$ cat config.mk
export PLATFORM = sky130hd
export DESIGN_NAME = uart_tx_arbiter_flat
export DESIGN_NICKNAME = d
export VERILOG_FILES = /design/src/rtl/uart_arb_pkg.sv /design/src/rtl/uart_tx_arbiter_if.sv /design/src/rtl/rr_priority_picker.sv /design/src/rtl/uart_tx_arbiter.sv /design/src/flat_wrapper.sv
export SDC_FILE = /design/constraint.sdc
export NUM_CORES = 1
export LEC_CHECK = 0
export ABC_AREA = 1
export ABC_CLOCK_PERIOD_IN_PS = 5400
export CAP_MARGIN = 20
export CORE_MARGIN = 8
export CORE_UTILIZATION = 45
export DETAILED_ROUTE_END_ITERATION = 12
export PLACE_DENSITY = 0.85
export SLEW_MARGIN = 30
export SYNTH_ARGS = -nofsm -noshare
export SYNTH_HDL_FRONTEND = slang
export SYNTH_SLANG_ARGS = --single-unit
$ cat constraint.sdc
create_clock -name clk -period 5.4 [get_ports clk]
set_input_delay 0.54 -clock clk [delete_from_list [all_inputs] [get_ports clk]]
set_output_delay 0.54 -clock clk [all_outputs]
set_load 0.05 [all_outputs]
$ cat src/rtl/uart_arb_pkg.sv
// Shared definitions for the UART transmit arbiter: FSM state encoding and byte width.
package uart_arb_pkg;

  localparam int BYTE_W = 8;

  typedef enum logic [1:0] {
    ARB_IDLE = 2'd0,
    ARB_SEND = 2'd1,
    ARB_HOLD = 2'd2
  } arb_state_e;

endpackage

$ cat src/rtl/uart_tx_arbiter_if.sv
// Source-side byte streams plus the transmitter handshake of the UART TX arbiter.
interface uart_tx_arbiter_if #(
  parameter int NUM_REQ = 3
);
  import uart_arb_pkg::*;

  logic [NUM_REQ-1:0]        req;
  logic [NUM_REQ*BYTE_W-1:0] req_data;
  logic [NUM_REQ-1:0]        req_valid;
  logic [NUM_REQ-1:0]        req_last;
  logic [NUM_REQ-1:0]        req_ready;
  logic [NUM_REQ-1:0]        grant;
  logic [BYTE_W-1:0]         tx_data;
  logic                      new_tx_data;
  logic                      tx_busy;

  modport master (
    output req, req_data, req_valid, req_last, tx_busy,
    input  req_ready, grant, tx_data, new_tx_data
  );

  modport slave (
    input  req, req_data, req_valid, req_last, tx_busy,
    output req_ready, grant, tx_data, new_tx_data
  );

endinterface

$ cat src/rtl/rr_priority_picker.sv
// Round-robin picker: first set request strictly after rr_ptr, wrapping; one-hot result.
module rr_priority_picker #(
  parameter int NUM_REQ = 3
) (
  input  logic [NUM_REQ-1:0]         req,
  input  logic [$clog2(NUM_REQ)-1:0] rr_ptr,
  output logic [NUM_REQ-1:0]         pick,
  output logic                       found
);

  localparam int IDX_W = $clog2(NUM_REQ);

  logic [IDX_W-1:0] idx_s;

  // Scan from rr_ptr+1 around the ring, keeping only the first hit
  always_comb begin
    pick  = '0;
    found = 1'b0;
    idx_s = '0;
    for (int i = 1; i <= NUM_REQ; i++) begin
      idx_s       = IDX_W'((int'(rr_ptr) + i) % NUM_REQ);
      pick[idx_s] = req[idx_s] & ~found;
      found       = found | req[idx_s];
    end
  end

endmodule

$ cat src/rtl/uart_tx_arbiter.sv
// Round-robin arbiter sharing one UART transmitter between NUM_REQ message sources.
// Optional stall release of a silent owner: define UART_TX_ARB_TIMEOUT_EN.
module uart_tx_arbiter
  import uart_arb_pkg::*;
#(
  parameter int NUM_REQ        = 3,
  parameter int TIMEOUT_CYCLES = 1024
) (
  input  logic              clk,
  input  logic              rst,
  uart_tx_arbiter_if.slave  bus,
  output logic              timeout
);

  localparam int IDX_W = $clog2(NUM_REQ);
  localparam logic [IDX_W-1:0] PTR_INIT = IDX_W'(NUM_REQ - 1);

  if (NUM_REQ < 2 || NUM_REQ > 8 || TIMEOUT_CYCLES < 1 || TIMEOUT_CYCLES > 65535) begin : g_param_check
    $error("uart_tx_arbiter: parameter out of range");
  end

  arb_state_e          state_r, state_s;
  logic [NUM_REQ-1:0]  grant_r, grant_s;
  logic [IDX_W-1:0]    rr_ptr_r, rr_ptr_s;
  logic [IDX_W-1:0]    owner_r, owner_s;
  logic [BYTE_W-1:0]   tx_data_r, tx_data_s;
  logic                new_tx_data_r, new_tx_data_s;
  logic                last_r, last_s;

  logic [NUM_REQ-1:0]  pick_s;
  logic                found_s;
  logic [IDX_W-1:0]    pick_idx_s;
  logic                sel_req_s, sel_valid_s, sel_last_s;
  logic [BYTE_W-1:0]   sel_data_s;
  logic                accept_s;
  logic                stall_hit_s;

  rr_priority_picker #(.NUM_REQ(NUM_REQ)) u_picker (
    .req    (bus.req),
    .rr_ptr (rr_ptr_r),
    .pick   (pick_s),
    .found  (found_s)
  );

  // One-hot pick to index
  always_comb begin
    pick_idx_s = '0;
    for (int i = 0; i < NUM_REQ; i++) begin
      pick_idx_s = pick_idx_s | ({IDX_W{pick_s[i]}} & IDX_W'(i));
    end
  end

  assign sel_req_s   = bus.req[owner_r];
  assign sel_valid_s = bus.req_valid[owner_r];
  assign sel_last_s  = bus.req_last[owner_r];
  assign sel_data_s  = bus.req_data[int'(owner_r) * BYTE_W +: BYTE_W];
  assign accept_s    = (state_r == ARB_SEND) & sel_valid_s & ~bus.tx_busy;

  // Only the owner sees ready, and only in the accepting cycle
  always_comb begin
    bus.req_ready = '0;
    for (int i = 0; i < NUM_REQ; i++) begin
      bus.req_ready[i] = accept_s & (owner_r == IDX_W'(i));
    end
  end

  // Next-state and next-output logic
  always_comb begin
    state_s       = state_r;
    grant_s       = grant_r;
    rr_ptr_s      = rr_ptr_r;
    owner_s       = owner_r;
    tx_data_s     = tx_data_r;
    new_tx_data_s = 1'b0;
    last_s        = last_r;
    case (state_r)
      ARB_IDLE: begin
        if (found_s) begin
          grant_s  = pick_s;
          rr_ptr_s = pick_idx_s;
          owner_s  = pick_idx_s;
          state_s  = ARB_SEND;
        end else begin
          state_s  = ARB_IDLE;
        end
      end
      ARB_SEND: begin
        if (accept_s) begin
          tx_data_s     = sel_data_s;
          new_tx_data_s = 1'b1;
          last_s        = sel_last_s;
          state_s       = ARB_HOLD;
        end else if (!sel_req_s || stall_hit_s) begin
          grant_s = '0;
          state_s = ARB_IDLE;
        end else begin
          state_s = ARB_SEND;
        end
      end
      ARB_HOLD: begin
        // Gives the transmitter one cycle to raise tx_busy before the next byte
        if (last_r) begin
          grant_s = '0;
          state_s = ARB_IDLE;
        end else begin
          state_s = ARB_SEND;
        end
      end
      default: begin
        grant_s = '0;
        state_s = ARB_IDLE;
      end
    endcase
  end

  // FSM state and registered outputs
  always_ff @(posedge clk) begin
    if (rst) begin
      state_r       <= ARB_IDLE;
      grant_r       <= '0;
      rr_ptr_r      <= PTR_INIT;
      owner_r       <= '0;
      tx_data_r     <= {BYTE_W{1'b0}};
      new_tx_data_r <= 1'b0;
      last_r        <= 1'b0;
    end else begin
      state_r       <= state_s;
      grant_r       <= grant_s;
      rr_ptr_r      <= rr_ptr_s;
      owner_r       <= owner_s;
      tx_data_r     <= tx_data_s;
      new_tx_data_r <= new_tx_data_s;
      last_r        <= last_s;
    end
  end

  assign bus.grant       = grant_r;
  assign bus.tx_data     = tx_data_r;
  assign bus.new_tx_data = new_tx_data_r;

`ifdef UART_TX_ARB_TIMEOUT_EN
  logic [15:0] stall_r, stall_s;
  logic        timeout_r, timeout_s;

  assign stall_hit_s = (state_r == ARB_SEND) & ~sel_valid_s &
                       ((stall_r + 16'd1) == 16'(TIMEOUT_CYCLES));
  assign timeout_s   = stall_hit_s & sel_req_s;

  // Stall count restarts on every grant and every accepted byte
  always_comb begin
    stall_s = stall_r;
    if ((state_r == ARB_IDLE) && found_s) begin
      stall_s = 16'd0;
    end else if (accept_s) begin
      stall_s = 16'd0;
    end else if ((state_r == ARB_SEND) && !sel_valid_s) begin
      stall_s = stall_r + 16'd1;
    end else begin
      stall_s = stall_r;
    end
  end

  // Stall counter and timeout pulse registers
  always_ff @(posedge clk) begin
    if (rst) begin
      stall_r   <= 16'd0;
      timeout_r <= 1'b0;
    end else begin
      stall_r   <= stall_s;
      timeout_r <= timeout_s;
    end
  end

  assign timeout = timeout_r;
`else
  assign stall_hit_s = 1'b0;
  assign timeout     = 1'b0;
`endif

endmodule

$ cat src/flat_wrapper.sv
// flat-port wrapper written by rule: the top's interface ports become plain ports
module uart_tx_arbiter_flat import uart_arb_pkg::*;
#(
  parameter int NUM_REQ        = 3,
  parameter int TIMEOUT_CYCLES = 1024
)
  (clk, rst, timeout, bus_req, bus_req_data, bus_req_valid, bus_req_last, bus_tx_busy, bus_req_ready, bus_grant, bus_tx_data, bus_new_tx_data);
  uart_tx_arbiter_if #(.NUM_REQ(NUM_REQ)) bus_i ();
  input  logic clk;
  input  logic rst;
  output logic timeout;
  input wire logic [$bits(bus_i.req)-1:0] bus_req;
  input wire logic [$bits(bus_i.req_data)-1:0] bus_req_data;
  input wire logic [$bits(bus_i.req_valid)-1:0] bus_req_valid;
  input wire logic [$bits(bus_i.req_last)-1:0] bus_req_last;
  input wire logic [$bits(bus_i.tx_busy)-1:0] bus_tx_busy;
  output wire logic [$bits(bus_i.req_ready)-1:0] bus_req_ready;
  output wire logic [$bits(bus_i.grant)-1:0] bus_grant;
  output wire logic [$bits(bus_i.tx_data)-1:0] bus_tx_data;
  output wire logic [$bits(bus_i.new_tx_data)-1:0] bus_new_tx_data;
  assign bus_i.req = bus_req;
  assign bus_i.req_data = bus_req_data;
  assign bus_i.req_valid = bus_req_valid;
  assign bus_i.req_last = bus_req_last;
  assign bus_i.tx_busy = bus_tx_busy;
  assign bus_req_ready = bus_i.req_ready;
  assign bus_grant = bus_i.grant;
  assign bus_tx_data = bus_i.tx_data;
  assign bus_new_tx_data = bus_i.new_tx_data;
  uart_tx_arbiter #(.NUM_REQ(NUM_REQ), .TIMEOUT_CYCLES(TIMEOUT_CYCLES)) u_core (.clk(clk), .rst(rst), .bus(bus_i), .timeout(timeout));
endmodule
==> metrics.txt, run 1 <==
synthesized cell area=1190 um^2; post-route ant nets=0; # clock sinks=18; Logic pwr share=62.0%; r2r setup slk=3180 ps; design area=1710 um^2; fin worst setup slack=2330 ps; Final GP Congestion=0.847; First-pass DRT Iterations=4; Max-cap violations=0; WL/cell=12.2 um; Starting Density=47.6%; input/output buffers=50; Distinct cells, synth=27; Yosys warning total=0; ANT cells=0; antenna violations before repair=0; Pleak=0.744 nW; worst slew pin tran=595 ps; Die Ht=67.5 um; CTS root buf=clkbuf_4; Die X=67.5 um; Reg clk slew, reported paths=100 ps; final hold vios=0; Hold Crit Class=reg -> reg; status=completed; reg2reg path depth=11; hpwl dp=2570 um; sequential fraction of the synthesis area=30.3%; drc violations=0; FF+latch area=360 um^2; reg-to-reg endpoint=u_core.bus.grant[2]$_SDFFE_PP0P_; global route overflow=0; share of post-route cells with drive strength above 1=8.33%; VDD IR max=0.346 mV; area of the multi-input gates=709 um^2; hold_sp=u_core.bus.grant[2]$_SDFFE_PP0P_; register bit total from synthesis=18; # setup viols final=0; CTS H-tree lvls=1; Num CTS Buffers=3; io pins=52; final wirelength=3150 um; crit path DAT=2530 ps; WHS Endpoint=u_core.bus.grant[2]$_SDFFE_PP0P_; Max Clk Rate=325 MHz; deepest clock path buffer count=2; Psw=0.385 mW; dpl ws=2420 ps; Post-CTS Setup Inserts=0; worst r2r src=u_core.owner_r[0]$_SDFFE_PP0P_; first-pass GRT wire length=5430 um; via count=1,304; Avg Cell Area, Syn=6.62 um^2; endpoint class of the critical path=output pin; Post-Syn Nets=220; final hold slack=471 ps; slew margin rel.=60.3%; Max Slew Vio Count=0; largest net degree at the start of global routing=15; clock skew=10.5 ps; clock power share=10.9%; setup_tns=0 ps; peak fanout along the critical path=12; full die area=4550 um^2; CTS tree=built; part of the power in registers=27.1%; Tot GR Track Use=14.9%; Cells after Synth=180; row cnt=18; WP data required=4860 ps; vias per cell=5.05; WS Path Type=reg -> out; Internal=0.381 mW; initial drt markers=81; nets=269; Core ar.=2500 um^2; CP Launch Type=flip-flop; area post-placement=1670 um^2; fraction of power spent switching nets=50.3%; unrepaired setup endpoints after global routing=false; PwrDens=449 nW/um^2; Hold Path Cell Cnt=2; CTS resizes=0; Tmin final=3070 ps; final worst-path cycle share=56.9%; Layout area overhead=43.5%; cts hold-fix bufs=0; fillers=220; clk_lat worst skew=300 ps; vias in the first global route=1,296; Core Util, Final=68.4%
## through the flow
stage               power [mW]  std cells
floorplan                0.575        180
global placement         0.683        254
detailed placement       0.687        254
CTS                      0.771        258
global route             0.838        258
finish                   0.767        258
## sequential cells by signal, indices dropped and copies added, names as in the netlist
name                    flops
u_core.bus.tx_data          8
u_core.bus.grant            3
u_core.state_r              2
u_core.bus.new_tx_data      1
u_core.owner_r              2
u_core.last_r               1
u_core.rr_ptr_r             1
## critical path, cell delays in order, from the launching register on
cell and delay [ps]:
dfxtp_1 710, nand3_1 170, nand3_2 130, nand2_4 110, nor3_4 250, clkdlybuf4s50_1 870
## routing by layer
layer  wire length [um]  up-vias  track usage (%)
met2               1410       46             23.9
met5                  0        -                0
met1               1380      562             16.2
li1                   -      694                -
met3                344        2             9.11
met4                  8        0             4.44
## synth_stat cells, drive strengths merged
| cell | instances | share of area, % |
|---|---|---|
| nand2 | 70 | 23 |
| dfxtp | 18 | 30 |
| inv | 16 | 5.5 |
| nand3 | 16 | 7.1 |
| a21oi | 14 | 5.9 |
| nor2 | 11 | 5.3 |
| a31oi | 7 | 3.7 |
| o21ai | 6 | 2.5 |
| buf | 5 | 4.4 |
| a22o | 4 | 2.9 |
| ha | 4 | 4.2 |
| nand4 | 3 | 1.6 |
| nor3 | 2 | 1.8 |
| clkbuf | 1 | 0.31 |
| conb | 1 | 0.31 |
| o31ai | 1 | 0.63 |
| or3 | 1 | 0.53 |
## worst max-delay path by stage
| stage | end | from | cells past startpoint |
|---|---|---|---|
| floorplan | bus_req_ready[1] | bus_tx_busy | 4 |
| global placement | bus_req_ready[0] | bus_req_valid[1] | 6 |
| detailed placement | bus_req_ready[0] | bus_req_valid[1] | 6 |
| CTS | bus_req_ready[0] | u_core.owner_r[0]$_SDFFE_PP0P_ | 5 |
| global route | bus_req_ready[0] | u_core.owner_r[0]$_SDFFE_PP0P_ | 5 |
| finish | bus_req_ready[0] | u_core.owner_r[0]$_SDFFE_PP0P_ | 5 |
## power by group through the flow
stage / Clock, mW / Combinational (mW) / Sequential, mW
floorplan: 0 / 0.324 / 0.252
global placement: 0 / 0.472 / 0.211
detailed placement: 0 / 0.476 / 0.211
CTS: 0.0853 / 0.477 / 0.209
global route: 0.0899 / 0.533 / 0.215
finish: 0.0832 / 0.475 / 0.208
## logic make-up after synthesis
group / after synthesis / synth area share [%]
flops: 18 / 30.3
compound gates: 32 / 15.7
fa+ha+maj: 4 / 4.20
buf+inv: 22 / 10.2
simple gates: 103 / 39.4
other cells: 1 / 0.315
## area by class of cell
cell class	instances	area share [%]
multi-input cells	140	41.5
inverters	16	3.81
well taps	30	2.20
flip-flops and latches	18	21.1
repair buffers	50	29.3
clock buffers	4	2.12
## cells in the final DEF, fill, tap and decap left out, types with 3 or more instances in the layout
cell type / instances
a21oi_1: 14
a22o_1: 4
a31oi_1: 7
clkbuf_4: 3
clkdlybuf4s50_1: 50
dfxtp_1: 18
ha_1: 4
inv_1: 9
inv_2: 5
nand2_1: 67
nand3_1: 15
nand4_1: 3
nor2_1: 8
o21ai_1: 5
Power figures use the tool's default switching activity.
==> run 2, diff against run 1 <==
ABC_CLOCK_PERIOD_IN_PS = 3200   (was 5400)
CORE_UTILIZATION = 42   (was 45)
PLACE_DENSITY = 0.8   (was 0.85)
clock period = 3.2 ns   (was 5.4 ns; I/O delays follow)
==> metrics.txt, run 2 (synthesized netlist as in run 1, its figures left out) <==
most frequent cells in the layout=nand2_1 (67), clkdlybuf4s50_1 (50), dfxtp_1 (18); hpwl dp=2630 um; first-pass GRT wire length=5600 um; area of the multi-input gates=709 um^2; vias per cell=5.01; VDD IR max=0.472 mV; CP startpoint=u_core.owner_r[0]$_SDFFE_PP0P_; status=completed; slowest cell on the critical path=clkdlybuf4s50_1; cts hold-fix bufs=0; unrepaired setup endpoints after global routing=false; post-route ant nets=0; final worst-path cycle share=89.8%; clk_lat worst skew=280 ps; ANT cells=0; Core ar.=2730 um^2; Final GP Congestion=0.854; Tmin final=2870 ps; reg2reg path depth=11; initial drt markers=82; WL/cell=12.3 um; Num CTS Buffers=3; max reg flops=8; crit path DAT=2550 ps; final wirelength=3190 um; Max Clk Rate=348 MHz; Starting Density=43.6%; # clock sinks=18; total power=1.29 mW; Worst path max stage delay=870 ps; Die X=69.3 um; vias in the first global route=1,297; # setup viols final=0; r2r setup slk=950 ps; via count=1,298; Max Slew Vio Count=0; Pleak=0.744 nW; fillers=259; largest net degree at the start of global routing=15; clock skew=0.979 ps; First-pass DRT Iterations=5; input/output buffers=50; final hold vios=0; CTS resizes=0; row cnt=19; drc violations=0; commonest non-fill, non-tap cell in the layout=nand2_1; io pins=52; slew margin rel.=58.9%; Reg clk slew, reported paths=100 ps; reg-to-reg endpoint=u_core.bus.grant[2]$_SDFFE_PP0P_; Critical Path End=bus_req_ready[0]; FF+latch area=360 um^2; nets=269; Layout area overhead=43.6%; CTS root buf=clkbuf_4; deepest clock path buffer count=2; WS Path Type=reg -> out; CTS tree=built; global route overflow=0; share of post-route cells with drive strength above 1=8.33%; WP data required=2880 ps; endpoint class of the critical path=output pin; setup_tns=0 ps; Post-CTS Setup Inserts=0; final hold slack=467 ps; Die Ht=69.3 um; crit path cell chain=nand3_1 > nand3_2 > nand2_4 > nor3_4 > clkdlybuf4s50_1; Tot GR Track Use=13.3%; full die area=4800 um^2; PwrDens=755 nW/um^2; worst r2r src=u_core.owner_r[0]$_SDFFE_PP0P_; antenna violations before repair=0; peak fanout along the critical path=12; worst slew pin tran=616 ps; Hold Crit Class=reg -> reg; CTS H-tree lvls=1; CP Launch Type=flip-flop; Max-cap violations=0
## run 2: cell counts in the layout (fill, tap and decap cells not counted)
Identical to the previous run, type by type.
## run 2: cell type report
cell class,count,area share [%]
clock buffer,4,2.12
inverter,16,3.80
multi-input combinational,140,41.5
sequential,18,21.1
tap,31,2.27
timing repair buffer,50,29.3
## run 2: power by group
group          internal [mW]  total [mW]  switching [mW]
clock                 0.0692       0.134          0.0652
combinational          0.292       0.805           0.512
sequential             0.282       0.352          0.0701
## run 2: critical path: cells and delay by family, from the launching register on
family | cells | cell delay [ps]
flip-flops | 1 | 730
buffers and inverters | 1 | 870
AND/OR/NAND/NOR | 4 | 670
## run 2: through the flow
step / setup WS (ps) / instance area, um^2 / instances / utilization (%)
6_report: 326 / 1710 / 259 / 62.6
5_1_grt: 170 / 1710 / 259 / 62.6
4_1_cts: 300 / 1710 / 259 / 62.6
3_5_place_dp: 629 / 1670 / 255 / 61.2
3_3_place_gp: 659 / 1670 / 255 / 61.2
2_1_floorplan: 910 / 1190 / 180 / -
## run 2: worst min-delay path by stage
| stage | startpoint | end | cells past startpoint |
|---|---|---|---|
| CTS | u_core.bus.grant[0]$_SDFFE_PP0P_ | u_core.bus.grant[0]$_SDFFE_PP0P_ | 2 |
| global placement | u_core.bus.grant[1]$_SDFFE_PP0P_ | u_core.bus.grant[1]$_SDFFE_PP0P_ | 2 |
| detailed placement | u_core.bus.grant[0]$_SDFFE_PP0P_ | u_core.bus.grant[0]$_SDFFE_PP0P_ | 2 |
| floorplan | rst | u_core.bus.tx_data[0]$_SDFFE_PP0P_ | 1 |
| finish | u_core.bus.grant[1]$_SDFFE_PP0P_ | u_core.bus.grant[1]$_SDFFE_PP0P_ | 2 |
| global route | u_core.bus.grant[0]$_SDFFE_PP0P_ | u_core.bus.grant[0]$_SDFFE_PP0P_ | 2 |
## run 2: layer usage
metal	vias to the layer above	routed length (um)	track usage [%]
li1	688	-	-
met1	556	1330	14.3
met2	52	1450	21.5
met3	2	397	8.30
met4	0	19	2.73
met5	-	0	0
==> run 3, diff against run 2 <==
--- a/config.mk
+++ b/config.mk
@@ -12,2 +12,3 @@
 export CORE_UTILIZATION = 42
+export CTS_CLUSTER_DIAMETER = 60
 export DETAILED_ROUTE_END_ITERATION = 12
==> constraint.sdc (replaced) <==
create_clock -name clk -period 3.2 [get_ports clk]
set_input_delay 0.8 -clock clk [delete_from_list [all_inputs] [get_ports clk]]
set_output_delay 0.8 -clock clk [all_outputs]
set_load 0.05 [all_outputs]
==> metrics.txt, run 3 (synthesized netlist as in run 1, its figures left out) <==
status=completed; full die area=4800 um^2; max reg flops=8; top sig layer=met4; antenna violations before repair=0; largest net degree at the start of global routing=15; Layout area overhead=46.7%; first-pass GRT wire length=5640 um; met3 WL post-DR=403 um; commonest non-fill, non-tap cell in the layout=nand2_1; final wirelength=3230 um; final hold vios=0; Die Ht=69.3 um; DR WL met2=1450 um; via count=1,280; # setup viols final=0; # clock sinks=18; Die X=69.3 um; VDD IR max=0.622 mV; worst slew pin tran=626 ps; WP data required=2400 ps; fin worst setup slack=319 ps; ANT cells=0; worst r2r src=u_core.owner_r[0]$_SDFFE_PP0P_; CTS resizes=0; io pins=52; Final GP Congestion=0.858; input/output buffers=50; slew margin rel.=58.2%; initial drt markers=66; clock skew=9.24 ps; met1 wire length=1370 um; CP Launch Type=input port; most frequent cells in the layout=nand2_1 (67), clkdlybuf4s50_1 (47), dfxtp_1 (18); hold_sp=u_core.bus.grant[2]$_SDFFE_PP0P_; PwrDens=750 nW/um^2; WS Path Type=in -> out; Max Slew Vio Count=0; dpl ws=316 ps; endpoint class of the critical path=output pin; First-pass DRT Iterations=4; Starting Density=43.6%; cts hold-fix bufs=0; global route overflow=0; Num CTS Buffers=3; Max-cap violations=0; setup_tns=0 ps; Post-CTS Setup Inserts=0; Core ar.=2730 um^2; row cnt=19; CTS tree=built; Reg clk slew, reported paths=90 ps; CP startpoint=bus_req_valid[2]; hpwl dp=2640 um; unrepaired setup endpoints after global routing=false; clk_lat worst skew=290 ps; WL/cell=12.4 um; Pleak=0.763 nW; fillers=268; Hold Crit Class=reg -> reg; Core Util, Final=63.9%; post-route ant nets=0; peak fanout along the critical path=12; Max Clk Rate=347 MHz; CTS H-tree lvls=1; nets=270; deepest clock path buffer count=2; vias in the first global route=1,311; CTS root buf=clkbuf_4; Tmin final=2880 ps; Tot GR Track Use=13.7%; crit path DAT=2080 ps; share of post-route cells with drive strength above 1=10.0%; vias per cell=4.92; final hold slack=475 ps; final worst-path cycle share=90.0%; drc violations=0
-- run 3: cell count changes in the layout (fill, tap and decap cells not counted), sizes merged --
| cell | previous run | this run |
|---|---|---|
| buf | 0 | 4 |
| clkdlybuf4s50 | 50 | 47 |
-- run 3: cell type report --
class | instances | area, um^2 | area share, %
Clock buffer | 4 | 36.3 | 2.08
Inverter | 16 | 65.1 | 3.72
Tap cell | 31 | 38.8 | 2.22
Multi-Input combinational cell | 140 | 709 | 40.6
Timing Repair Buffer | 51 | 538 | 30.8
Sequential cell | 18 | 360 | 20.6
-- run 3: final timing paths --
kind,depth (start not counted),slack (ps),endpoint
setup / recovery,6,320,bus_req_ready[1]
hold / removal,2,470,u_core.bus.grant[2]$_SDFFE_PP0P_
setup reg to reg,11,950,u_core.bus.grant[2]$_SDFFE_PP0P_
hold reg to reg,2,470,u_core.bus.grant[2]$_SDFFE_PP0P_
-- run 3: worst max-delay path, stage by stage --
cell             delay (ps)
clkdlybuf4s50_1         460
nand3_1                  90
nand3_2                 130
nand2_4                 120
nor3_1                  300
buf_12                  190
-- run 3: power by group --
| group | internal, mW | switching [mW] |
|---|---|---|
| clock network | 0.0693 | 0.0690 |
| logic | 0.303 | 0.516 |
| registers | 0.282 | 0.0708 |
-- run 3: through the flow --
stage,cells,power [mW],instance area [um^2]
after global placement,256,1.17,1710
after floorplan,180,0.971,1190
final,260,1.31,1750
after CTS,260,1.32,1750
after global routing,260,1.43,1750
after detailed placement,256,1.18,1710
-- run 3: per-layer routing --
layer | GRT usage [%] | vias to the layer above
li1 | - | 687
met1 | 14.4 | 547
met2 | 22.3 | 44
met3 | 9.30 | 2
met4 | 2.05 | 0
met5 | 0 | -
